===== src/rtl/osc_pkg.sv =====
// rtl/osc_pkg.sv - shared enums and default constants for the oscillator bank
package osc_pkg;

    typedef enum logic [1:0] {SAW, SQUARE, TRI, SINE} wave_e;
    typedef enum logic [1:0] {IDLE, RUN, DONE} state_e;

    localparam int DEF_NUM_VOICES = 4;
    localparam int DEF_SAMPLE_W   = 16;
    localparam int DEF_PHASE_W    = 24;
    localparam int DEF_CLK_DIV    = 1000;
    localparam int DEF_LUT_AW     = 8;

endpackage


===== src/rtl/osc_sine_lut.sv =====
// rtl/osc_sine_lut.sv - combinational quarter-wave sine magnitude table
module osc_sine_lut
    import osc_pkg::*;
#(
    parameter int LUT_AW   = DEF_LUT_AW,
    parameter int SAMPLE_W = DEF_SAMPLE_W
) (
    input  logic [LUT_AW-1:0]   addr,
    output logic [SAMPLE_W-1:0] mag
);

    localparam int  DEPTH   = 1 << LUT_AW;
    localparam real MAX_R   = real'((1 << (SAMPLE_W - 1)) - 1);
    localparam real HALF_PI = 1.5707963267948966;

    logic [SAMPLE_W-1:0] rom [DEPTH];

    // First entry is 0, last entry is exactly +max so mirrored halves meet cleanly.
    for (genvar i = 0; i < DEPTH; i++) begin : g_rom
        localparam real ANG = HALF_PI * real'(i) / real'(DEPTH - 1);
        localparam int  VAL = int'($sin(ANG) * MAX_R);
        assign rom[i] = SAMPLE_W'(VAL);
    end

    assign mag = rom[addr];

endmodule


===== src/rtl/osc_bank.sv =====
// rtl/osc_bank.sv - time-multiplexed oscillator bank mixer; OSC_BANK_SINE_EN enables the sine LUT
module osc_bank
    import osc_pkg::*;
#(
    parameter int NUM_VOICES = DEF_NUM_VOICES,
    parameter int SAMPLE_W   = DEF_SAMPLE_W,
    parameter int PHASE_W    = DEF_PHASE_W,
    parameter int CLK_DIV    = DEF_CLK_DIV
) (
    input  logic                          i_clk48,
    input  logic                          i_rst48,
    input  logic                          i_pause,
    input  logic                          i_cfg_we,
    input  logic [$clog2(NUM_VOICES)-1:0] i_cfg_voice,
    input  logic [PHASE_W-1:0]            i_cfg_inc,
    input  logic [1:0]                    i_cfg_wave,
    input  logic                          i_cfg_en,
    output logic [SAMPLE_W-1:0]           o_sample,
    output logic                          o_valid,
    output logic                          o_busy
);

    localparam int VW    = $clog2(NUM_VOICES);
    localparam int ACC_W = SAMPLE_W + VW;
    localparam int CNT_W = $clog2(CLK_DIV);

    logic [CNT_W-1:0]      cnt;
    logic                  tick;
    state_e                state, state_nx;
    logic [VW-1:0]         vidx;
    logic                  last;
    logic [ACC_W-1:0]      acc, acc_sum;

    logic [PHASE_W-1:0]    phase [NUM_VOICES];
    logic [PHASE_W-1:0]    inc   [NUM_VOICES];
    logic [1:0]            wave  [NUM_VOICES];
    logic [NUM_VOICES-1:0] en;

    logic [PHASE_W-1:0]    cur_phase, cur_inc, phase_sum;
    wave_e                 cur_wave;
    logic                  cur_en;
    logic [SAMPLE_W-1:0]   p, saw_v, sq_v, tri_s, tri_v, sine_v, wave_v, contrib;
    logic                  m;

    assign tick   = (cnt == CNT_W'(CLK_DIV - 1));
    assign last   = (vidx == VW'(NUM_VOICES - 1));
    assign o_busy = (state != IDLE);

    assign cur_phase = phase[vidx];
    assign cur_inc   = inc[vidx];
    assign cur_wave  = wave_e'(wave[vidx]);
    assign cur_en    = en[vidx];
    assign phase_sum = cur_phase + cur_inc;

    assign p     = cur_phase[PHASE_W-1 -: SAMPLE_W];
    assign m     = p[SAMPLE_W-1];
    assign saw_v = {~m, p[SAMPLE_W-2:0]};
    assign sq_v  = m ? {1'b1, {(SAMPLE_W-1){1'b0}}} : {1'b0, {(SAMPLE_W-1){1'b1}}};
    assign tri_s = (m ? ~p : p) << 1;
    assign tri_v = {~tri_s[SAMPLE_W-1], tri_s[SAMPLE_W-2:0]};

`ifdef OSC_BANK_SINE_EN
    localparam int LUT_AW = DEF_LUT_AW;
    logic [LUT_AW-1:0]   lut_idx;
    logic [SAMPLE_W-1:0] lut_mag;

    // Second quadrant of each half-cycle reads the table backwards.
    assign lut_idx = cur_phase[PHASE_W-2] ? ~cur_phase[PHASE_W-3 -: LUT_AW]
                                          :  cur_phase[PHASE_W-3 -: LUT_AW];

    osc_sine_lut #(
        .LUT_AW   (LUT_AW),
        .SAMPLE_W (SAMPLE_W)
    ) u_sine_lut (
        .addr (lut_idx),
        .mag  (lut_mag)
    );

    assign sine_v = m ? -lut_mag : lut_mag;
`else
    assign sine_v = tri_v;
`endif

    always_comb begin
        wave_v = saw_v;
        case (cur_wave)
            SAW:     wave_v = saw_v;
            SQUARE:  wave_v = sq_v;
            TRI:     wave_v = tri_v;
            SINE:    wave_v = sine_v;
            default: wave_v = saw_v;
        endcase
    end

    assign contrib = cur_en ? wave_v : '0;
    assign acc_sum = acc + {{VW{contrib[SAMPLE_W-1]}}, contrib};

    always_comb begin
        state_nx = state;
        case (state)
            IDLE:    if (tick) state_nx = RUN;
            RUN:     if (last) state_nx = DONE;
            DONE:    state_nx = IDLE;
            default: state_nx = IDLE;
        endcase
    end

    always_ff @(posedge i_clk48) begin
        if (i_rst48) begin
            cnt      <= '0;
            state    <= IDLE;
            vidx     <= '0;
            acc      <= '0;
            o_sample <= '0;
            o_valid  <= 1'b0;
        end else begin
            state   <= state_nx;
            cnt     <= tick ? '0 : cnt + CNT_W'(1);
            o_valid <= 1'b0;
            if (tick) begin
                acc  <= '0;
                vidx <= '0;
            end else if (state == RUN) begin
                acc  <= acc_sum;
                vidx <= vidx + VW'(1);
                // Top SAMPLE_W bits of the final sum are the arithmetic-shifted average.
                if (last) begin
                    o_sample <= acc_sum[ACC_W-1 -: SAMPLE_W];
                    o_valid  <= 1'b1;
                end
            end
        end
    end

    // A config write lands after the RUN update in this block, so a disable still zeroes phase.
    always_ff @(posedge i_clk48) begin
        if (i_rst48) begin
            for (int v = 0; v < NUM_VOICES; v++) begin
                phase[v] <= '0;
                inc[v]   <= '0;
                wave[v]  <= '0;
            end
            en <= '0;
        end else begin
            for (int v = 0; v < NUM_VOICES; v++) begin
                if (state == RUN && vidx == VW'(v) && en[v] && !i_pause)
                    phase[v] <= phase_sum;
                if (i_cfg_we && i_cfg_voice == VW'(v)) begin
                    inc[v]  <= i_cfg_inc;
                    wave[v] <= i_cfg_wave;
                    en[v]   <= i_cfg_en;
                    if (!i_cfg_en)
                        phase[v] <= '0;
                end
            end
        end
    end

endmodule

===== config.mk =====
export PLATFORM = sky130hd
export DESIGN_NAME = osc_bank
export DESIGN_NICKNAME = d
export VERILOG_FILES = /design/src/rtl/osc_pkg.sv /design/src/rtl/osc_sine_lut.sv /design/src/rtl/osc_bank.sv
export SDC_FILE = /design/constraint.sdc
export NUM_CORES = 1
export LEC_CHECK = 0
export CAP_MARGIN = 25
export CORE_ASPECT_RATIO = 1.2
export CORE_MARGIN = 10
export CORE_UTILIZATION = 30
export DETAILED_ROUTE_END_ITERATION = 7
export GPL_TIMING_DRIVEN = 0
export RECOVER_POWER = 25
export SLEW_MARGIN = 0
export SYNTH_ARGS = -nofsm -noshare
export SYNTH_HDL_FRONTEND = slang
export SYNTH_SLANG_ARGS = --single-unit

===== constraint.sdc =====
create_clock -name i_clk48 -period 11.2 [get_ports i_clk48]
set_clock_uncertainty 0.2 [all_clocks]
set_input_delay 2.24 -clock i_clk48 [delete_from_list [all_inputs] [get_ports i_clk48]]
set_output_delay 2.24 -clock i_clk48 [all_outputs]
set_load 0.03 [all_outputs]

==> flow_summary_export.csv, run 1 <==
group,metric,value,unit
global_routing,grt_max_degree,27,
clock_tree,clock-sinks,255,
sta,hold_slack,0.2507,ns
placed_design,dp_hpwl,22.83,mm
global_routing,grt_pass1_wl,49.68,mm
yosys,syn-instance-count,1109,
global_routing,grt_overflow_total,0,
cells_and_area,antennaDiodeCount,0,
detailed_routing,wl_met3,1.655,mm
global_routing,grt_use_total,11.95,%
placed_design,place_area,14390,um2
detailed_routing,routedWlPerCell,17.85,um
critical_path,cp_data_arrival_time,6.01,ns
sta,finalCriticalPeriod,5.937,ns
clock_tree,ctsLongestPathBuffers,3,
yosys,synthTopCellsByCount,"edfxtp_1, nor2_1, and2_1",
critical_path,cp-start-kind,"flop",
placed_design,dp_cells,1718,
die,die_h,247.8,um
sta,worst_pin_slew,1.732,ns
sta,setup_slack,5.263,ns
clock_tree,holdBufCountCts,0,
critical_path,crit_required,11.27,ns
outcome,violations,"max-capacitance violations, max-slew violations",
critical_path,path_buf_inv,4,
critical_path,cpPeakStageDelay,0.63,ns
clock_tree,path_clk_slew,0.06,ns
critical_path,reg2reg_setup_slack,5.26,ns
clock_tree,cts_tree,"done",
critical_path,cp_common_cell,"clkbuf_1",
sta,rsz0062_at_grt,"no",
sta,finalCritPeriodShare,53.01,%
yosys,synth_edf_count,200,
power_and_ir_drop,irDropWorstVdd,0.1304,mV
power_and_ir_drop,p_per_area,142.4,nW/um2
yosys,ys_top_cells_by_area,"edfxtp_1, dfxtp_1, mux4_2, and2_1, nor2_1",
die,coreArea,42790,um2
critical_path,rr_worst_depth,13,
critical_path,slowest_stage,"clkbuf_1",
yosys,synth_area,12980,um2
die,initial_core_util,30.33,%
detailed_routing,num_vias,8733,
global_routing,antenna_found_initial,0,
placed_design,gp_congestion,0.8330,
yosys,synth_cell_types,69,
detailed_routing,drc_errors,0,
detailed_routing,drt-total-wl,31.58,mm
cells_and_area,finalNonFillerCells,1769,
detailed_routing,drtPass1Iterations,5,
detailed_routing,m1WireLength,14.34,mm
outcome,outcome,"complete, but fails checks",
power_and_ir_drop,cellLeakagePower,5.492,nW
clock_tree,post_cts_buffers,0,
critical_path,path_cells,"clkbuf_1, clkbuf_1, clkbuf_1, clkbuf_1, mux4_2, ha_1, a2111oi_0, o21ai_0, a221oi_2, or4_1, o41ai_1, a211oi_1, nor2_1",
job,cap_viol_max_count,1,
global_routing,grt_pass1_vias,8854,
cells_and_area,area_growth,17.28,%
die,rows,83,
yosys,synth_warnings,0,
yosys,ys_async_sr_fraction,0,%
detailed_routing,ant_nets,0,
cells_and_area,final_core_util,35.57,%
detailed_routing,viasPerCell,4.937,
yosys,syn_nets,1189,
yosys,synth_top_area_share,46.28,%
worst_hold_path,hp-class,"flop to flop",
clock_tree,clk_latency,0.58,ns
cells_and_area,design_area,15220,um2
sta,setup_viol,0,
cells_and_area,nets,1276,
die,pin_count,51,
cells_and_area,drive_above_1_share,9.449,%
sta,setup_tns,0,ns
clock_tree,root_buffer,"clkbuf_16",
cells_and_area,fill_cells,4263,
sta,drv_slew,11,
yosys,synth_top_area_cell,"edfxtp_1",
detailed_routing,drt_iter0_markers,715,
critical_path,crit_fanout,10,
clock_tree,htreeDepth,1,
critical_path,criticalPathCategory,"flop to flop",
sta,relSlewSlack,-16.36,%
yosys,avgSynthCellArea,11.70,um2
worst_hold_path,whs_path_depth,2,
yosys,synthFlopType,"edfxtp_1",
detailed_routing,top_layer_used,"met4",
clock_tree,cts_resized,0,
power_and_ir_drop,p_total,2.167,mW
critical_path,crit_family,"buffers and inverters",
die,dieArea,52010,um2
critical_path,timing.rr.end,"phase[2][15]$_SDFFCE_PP0P_",
critical_path,crit_path_end_kind,"flop",
yosys,ys_ff_latch,255,
die,die_w,209.9,um
sta,final_hold_viol_count,0,
yosys,yosysSeqAreaShare,54.77,%
placed_design,port-buffer-count,48,
worst_hold_path,min_from,"o_sample[2]$_SDFFE_PP0P_",
placed_design,place_worst_setup_slack,5.685,ns
sta,fmax,168.4,MHz
yosys,yosysMostFrequentCell,"edfxtp_1",
clock_tree,cts_inserted_buffers,28,
detailed_routing,wl_met2,14.87,mm
worst_hold_path,worstHoldEndpoint,"o_sample[2]$_SDFFE_PP0P_",
==> power breakdown <==
group	total, mW	leakage [nW]	switching (mW)	internal, mW
clock network	0.866	0.412	0.377	0.488
logic	0.224	2.63	0.138	0.0861
registers	1.08	2.45	0.0109	1.07
==> worst register-to-register path, stage by stage (launching register included) <==
cell       delay [ns]
dfxtp_1          0.30
clkbuf_1         0.38
clkbuf_1         0.59
clkbuf_1         0.62
clkbuf_1         0.63
mux4_2           0.44
ha_1             0.34
a2111oi_0        0.46
o21ai_0          0.30
a221oi_2         0.53
or4_1            0.18
o41ai_1          0.07
a211oi_1         0.51
nor2_1           0.11
==> layout by cell type, fill, tap and decap left out, types with 7 or more instances in the layout <==
| cell type | n |
|---|---|
| a21o_1 | 16 |
| a21oi_1 | 55 |
| a221oi_1 | 14 |
| and2_0 | 35 |
| and2_1 | 71 |
| buf_2 | 7 |
| clkbuf_1 | 55 |
| clkbuf_16 | 28 |
| clkdlybuf4s50_1 | 44 |
| clkinv_1 | 9 |
| dfxtp_1 | 55 |
| edfxtp_1 | 200 |
| ha_1 | 45 |
| inv_1 | 21 |
| mux2i_1 | 7 |
| mux4_2 | 43 |
| nand2_1 | 94 |
| nand3_1 | 17 |
| nor2_1 | 169 |
| nor2b_1 | 9 |
| nor3_1 | 21 |
| o21ai_0 | 22 |
| o21bai_1 | 9 |
| xnor2_1 | 28 |
| xor2_1 | 12 |
==> metal layers <==
layer  track usage, %  vias up
met5                0        -
met4            3.410        0
met3            1.785       50
met2            19.99      224
met1            15.75     4254
li1                 -     4205
==> flip-flops by register name, summed over array words and instances (netlist names), named ones only <==
signal / cells
acc: 18
state: 2
o_sample: 16
inc: 96
phase: 96
vidx: 2
cnt: 10
en: 4
o_valid: 1
wave: 8
==> cell type report <==
class                   instances  area [um2]  area share, %
clock inverters                15       116.4         0.7646
repair buffers                 57       673.1          4.423
clock buffers                  36       740.7          4.867
well taps                     552       690.7          4.538
inverters                      21       78.83         0.5180
plain buffers                  57       246.5          1.620
multi-input cells             776        5565          36.57
flip-flops and latches        255        7107          46.70
==> worst max-delay path by stage <==
stage               cells past startpoint    start                          to
detailed placement                     13     flop  phase[2][15]$_SDFFCE_PP0P_
global route                           13     flop  phase[2][15]$_SDFFCE_PP0P_
finish                                 13     flop  phase[2][15]$_SDFFCE_PP0P_
global placement                        5  i_rst48  phase[0][16]$_SDFFCE_PP0P_
CTS                                    13     flop  phase[2][15]$_SDFFCE_PP0P_
floorplan                               5  i_rst48   phase[0][0]$_SDFFCE_PP0P_
==> logic make-up (layout without fill, tap and decap cells) <==
kind of cell / after synthesis / count (layout) / synth area share [%]
buffers and inverters: 78 / 186 / 2.536
adder cells (fa/ha/maj): 47 / 47 / 4.648
flip-flops: 255 / 255 / 54.77
AND/OR/NAND/NOR: 468 / 468 / 17.46
AO/OA/AOI/OAI: 161 / 161 / 8.244
multiplexers: 58 / 58 / 9.392
XOR/XNOR: 42 / 42 / 2.951
(Power assumes the default switching activity.)
==> inputs of run 2 (changes only) <==
==> constraint.sdc (replaced) <==
create_clock -name i_clk48 -period 5.15 [get_ports i_clk48]
set_clock_uncertainty 0.2 [all_clocks]
set_input_delay 1.03 -clock i_clk48 [delete_from_list [all_inputs] [get_ports i_clk48]]
set_output_delay 1.03 -clock i_clk48 [all_outputs]
set_load 0.03 [all_outputs]
==> run 2 against run 1 <==
The flow still finishes with violations (max-capacitance violations, max-slew violations). Critical path depth fell by 1. Via count stayed put. Combinational power up 120%. Sequential cell count stayed put. Total power up 120%. Clock-buffer cell count unchanged. Critical endpoint is now phase[2][21]$_SDFFCE_PP0P_. Largest cell class unchanged.
==> flow_summary_export.csv, run 2 (synthesis results as in run 1) <==
group,metric,value,unit
outcome,outcome,"complete, but fails checks",
outcome,violations,"max-capacitance violations, max-slew violations",
clock_tree,cts_tree,"done",
cells_and_area,top_regs,"inc: 96 flops, phase: 96 flops, acc: 18 flops",
clock_tree,root_buffer,"clkbuf_16",
critical_path,crit_fanout,19,
die,initial_core_util,30.33,%
sta,setup_tns,0,ns
detailed_routing,viasPerCell,4.939,
power_and_ir_drop,switching_share,24.27,%
die,die_h,247.8,um
sta,finalCritPeriodShare,96.12,%
power_and_ir_drop,internal_power,3.568,mW
clock_tree,htreeDepth,1,
cells_and_area,area_growth,17.27,%
cells_and_area,nets,1275,
critical_path,path_cells,"buf_2, buf_2, clkbuf_1, mux4_2, ha_1, a2111oi_0, o21ai_0, a221oi_2, o31ai_2, and4b_1, nor3_2, nor2_1",
detailed_routing,routedWlPerCell,17.85,um
die,dieArea,52010,um2
detailed_routing,ant_nets,0,
critical_path,cpPeakStageDelay,0.61,ns
global_routing,antenna_found_initial,0,
placed_design,place_area,14390,um2
critical_path,slowest_stage,"clkbuf_1",
job,cap_viol_max_count,2,
sta,relSlewSlack,-21.10,%
global_routing,grt.met2_usage,19.98,%
worst_hold_path,min_from,"o_sample[2]$_SDFFE_PP0P_",
critical_path,crit_path_end_kind,"flop",
critical_path,cp-start-kind,"flop",
critical_path,cp_common_cell,"buf_2",
cells_and_area,fill_cells,4262,
sta,fmax,202.0,MHz
power_and_ir_drop,p_switching,1.143,mW
cells_and_area,drive_above_1_share,9.868,%
clock_tree,post_cts_buffers,0,
sta,final_hold_viol_count,0,
global_routing,grt_overflow_total,0,
worst_hold_path,worstHoldEndpoint,"o_sample[2]$_SDFFE_PP0P_",
die,rows,83,
power_and_ir_drop,cellLeakagePower,5.542,nW
die,pin_count,51,
power_and_ir_drop,pwr-share-clk,39.9,%
detailed_routing,num_vias,8733,
global_routing,use_met1,15.74,%
power_and_ir_drop,p_per_area,309.6,nW/um2
critical_path,timing.rr.end,"phase[2][21]$_SDFFCE_PP0P_",
global_routing,grt_pass1_vias,8857,
critical_path,rr_worst_depth,12,
cells_and_area,multi_input_area,5574,um2
sta,finalCriticalPeriod,4.950,ns
power_and_ir_drop,pwr-share-seq,49.7,%
clock_tree,cts_inserted_buffers,28,
worst_hold_path,hp-class,"flop to flop",
worst_hold_path,whs_path_depth,2,
detailed_routing,drt-total-wl,31.57,mm
cells_and_area,antennaDiodeCount,0,
critical_path,reg2reg_setup_slack,0.20,ns
detailed_routing,drc_errors,0,
placed_design,gp_congestion,0.8330,
detailed_routing,drt_iter0_markers,707,
clock_tree,clk_latency,0.58,ns
critical_path,criticalPathCategory,"flop to flop",
global_routing,grt_use_total,11.94,%
power_and_ir_drop,p_comb_share,10.3,%
cells_and_area,design_area,15220,um2
global_routing,grt_max_degree,27,
placed_design,port-buffer-count,48,
global_routing,grtUsageMet3,1.785,%
clock_tree,clock-sinks,255,
die,coreArea,42790,um2
placed_design,dp_hpwl,22.83,mm
cells_and_area,layout_common_cells,"edfxtp_1, nor2_1, nand2_1",
critical_path,crit_required,5.22,ns
global_routing,top_usage_layer,"met2",
clock_tree,ctsLongestPathBuffers,3,
clock_tree,path_clk_slew,0.06,ns
global_routing,grt_pass1_wl,49.64,mm
cells_and_area,final_common_cell,"edfxtp_1",
power_and_ir_drop,irDropWorstVdd,0.2846,mV
sta,rsz0062_at_grt,"no",
die,die_w,209.9,um
sta,worst_pin_slew,1.817,ns
critical_path,cp_data_arrival_time,5.02,ns
cells_and_area,seq_area,7107,um2
sta,setup_viol,0,
detailed_routing,drtPass1Iterations,5,
sta,drv_slew,38,
-- run 2: power by group through the flow --
stage          Sequential, mW  Clock (mW)  Combinational, mW
3_5_place_dp             2.39           0              0.487
6_report                 2.34        1.88              0.487
2_1_floorplan            2.38           0              0.317
3_3_place_gp             2.39           0              0.450
4_1_cts                  2.34        1.92              0.489
5_1_grt                  2.35        2.00              0.534
-- run 2: critical path: cells and delay by family, from the launching register on --
kind	cells	cell delay, ns
AO/OA/AOI/OAI	4	1.52
buffers and inverters	3	1.35
AND/OR/NAND/NOR	3	0.61
multiplexers	1	0.43
flip-flops	1	0.30
adder cells (fa/ha/maj)	1	0.26
-- run 2: cell type report --
class	instances	area share, %
Multi-Input combinational cell	776	36.63
Clock inverter	15	0.7647
Timing Repair Buffer	57	4.317
Clock buffer	36	4.868
Tap cell	552	4.539
Sequential cell	255	46.70
Buffer	56	1.661
Inverter	21	0.5180
-- run 2: worst max-delay path by stage --
stage	slack, ns	to
CTS	0.11	phase[2][15]$_SDFFCE_PP0P_
global route	0.01	phase[2][21]$_SDFFCE_PP0P_
floorplan	0.90	phase[0][0]$_SDFFCE_PP0P_
global placement	-1.19	phase[0][16]$_SDFFCE_PP0P_
detailed placement	-0.36	phase[2][15]$_SDFFCE_PP0P_
finish	0.20	phase[2][21]$_SDFFCE_PP0P_
-- run 2: timing repair --
action / 4_1_cts / 5_1_grt
gates resized for setup: 1 / 4
hold buffers: 0 / 0
endpoints found under the hold margin: 0 / 0
pin swaps: 0 / 0
endpoints found under the setup margin: 44 / 15
-- run 2: layer usage --
layer	up-vias	wire length (um)	share of wire, %
met4	0	748	2.4
met1	4268	14500	46
li1	4202	-	-
met5	-	0	0
met2	214	14820	47
met3	49	1500	4.8
-- run 2: per-stage QoR --
step	std cells	hold WS, ns	setup WS (ns)	power (mW)	utilization [%]
2_1_floorplan	1109	0.2132	0.9029	2.696	-
3_3_place_gp	1709	0.2224	-1.191	2.838	33.07
3_5_place_dp	1718	0.2462	-0.3646	2.875	33.63
4_1_cts	1768	0.2547	0.1093	4.756	35.63
5_1_grt	1768	0.2799	0.009623	4.890	35.57
6_report	1768	0.2507	0.1999	4.712	35.57
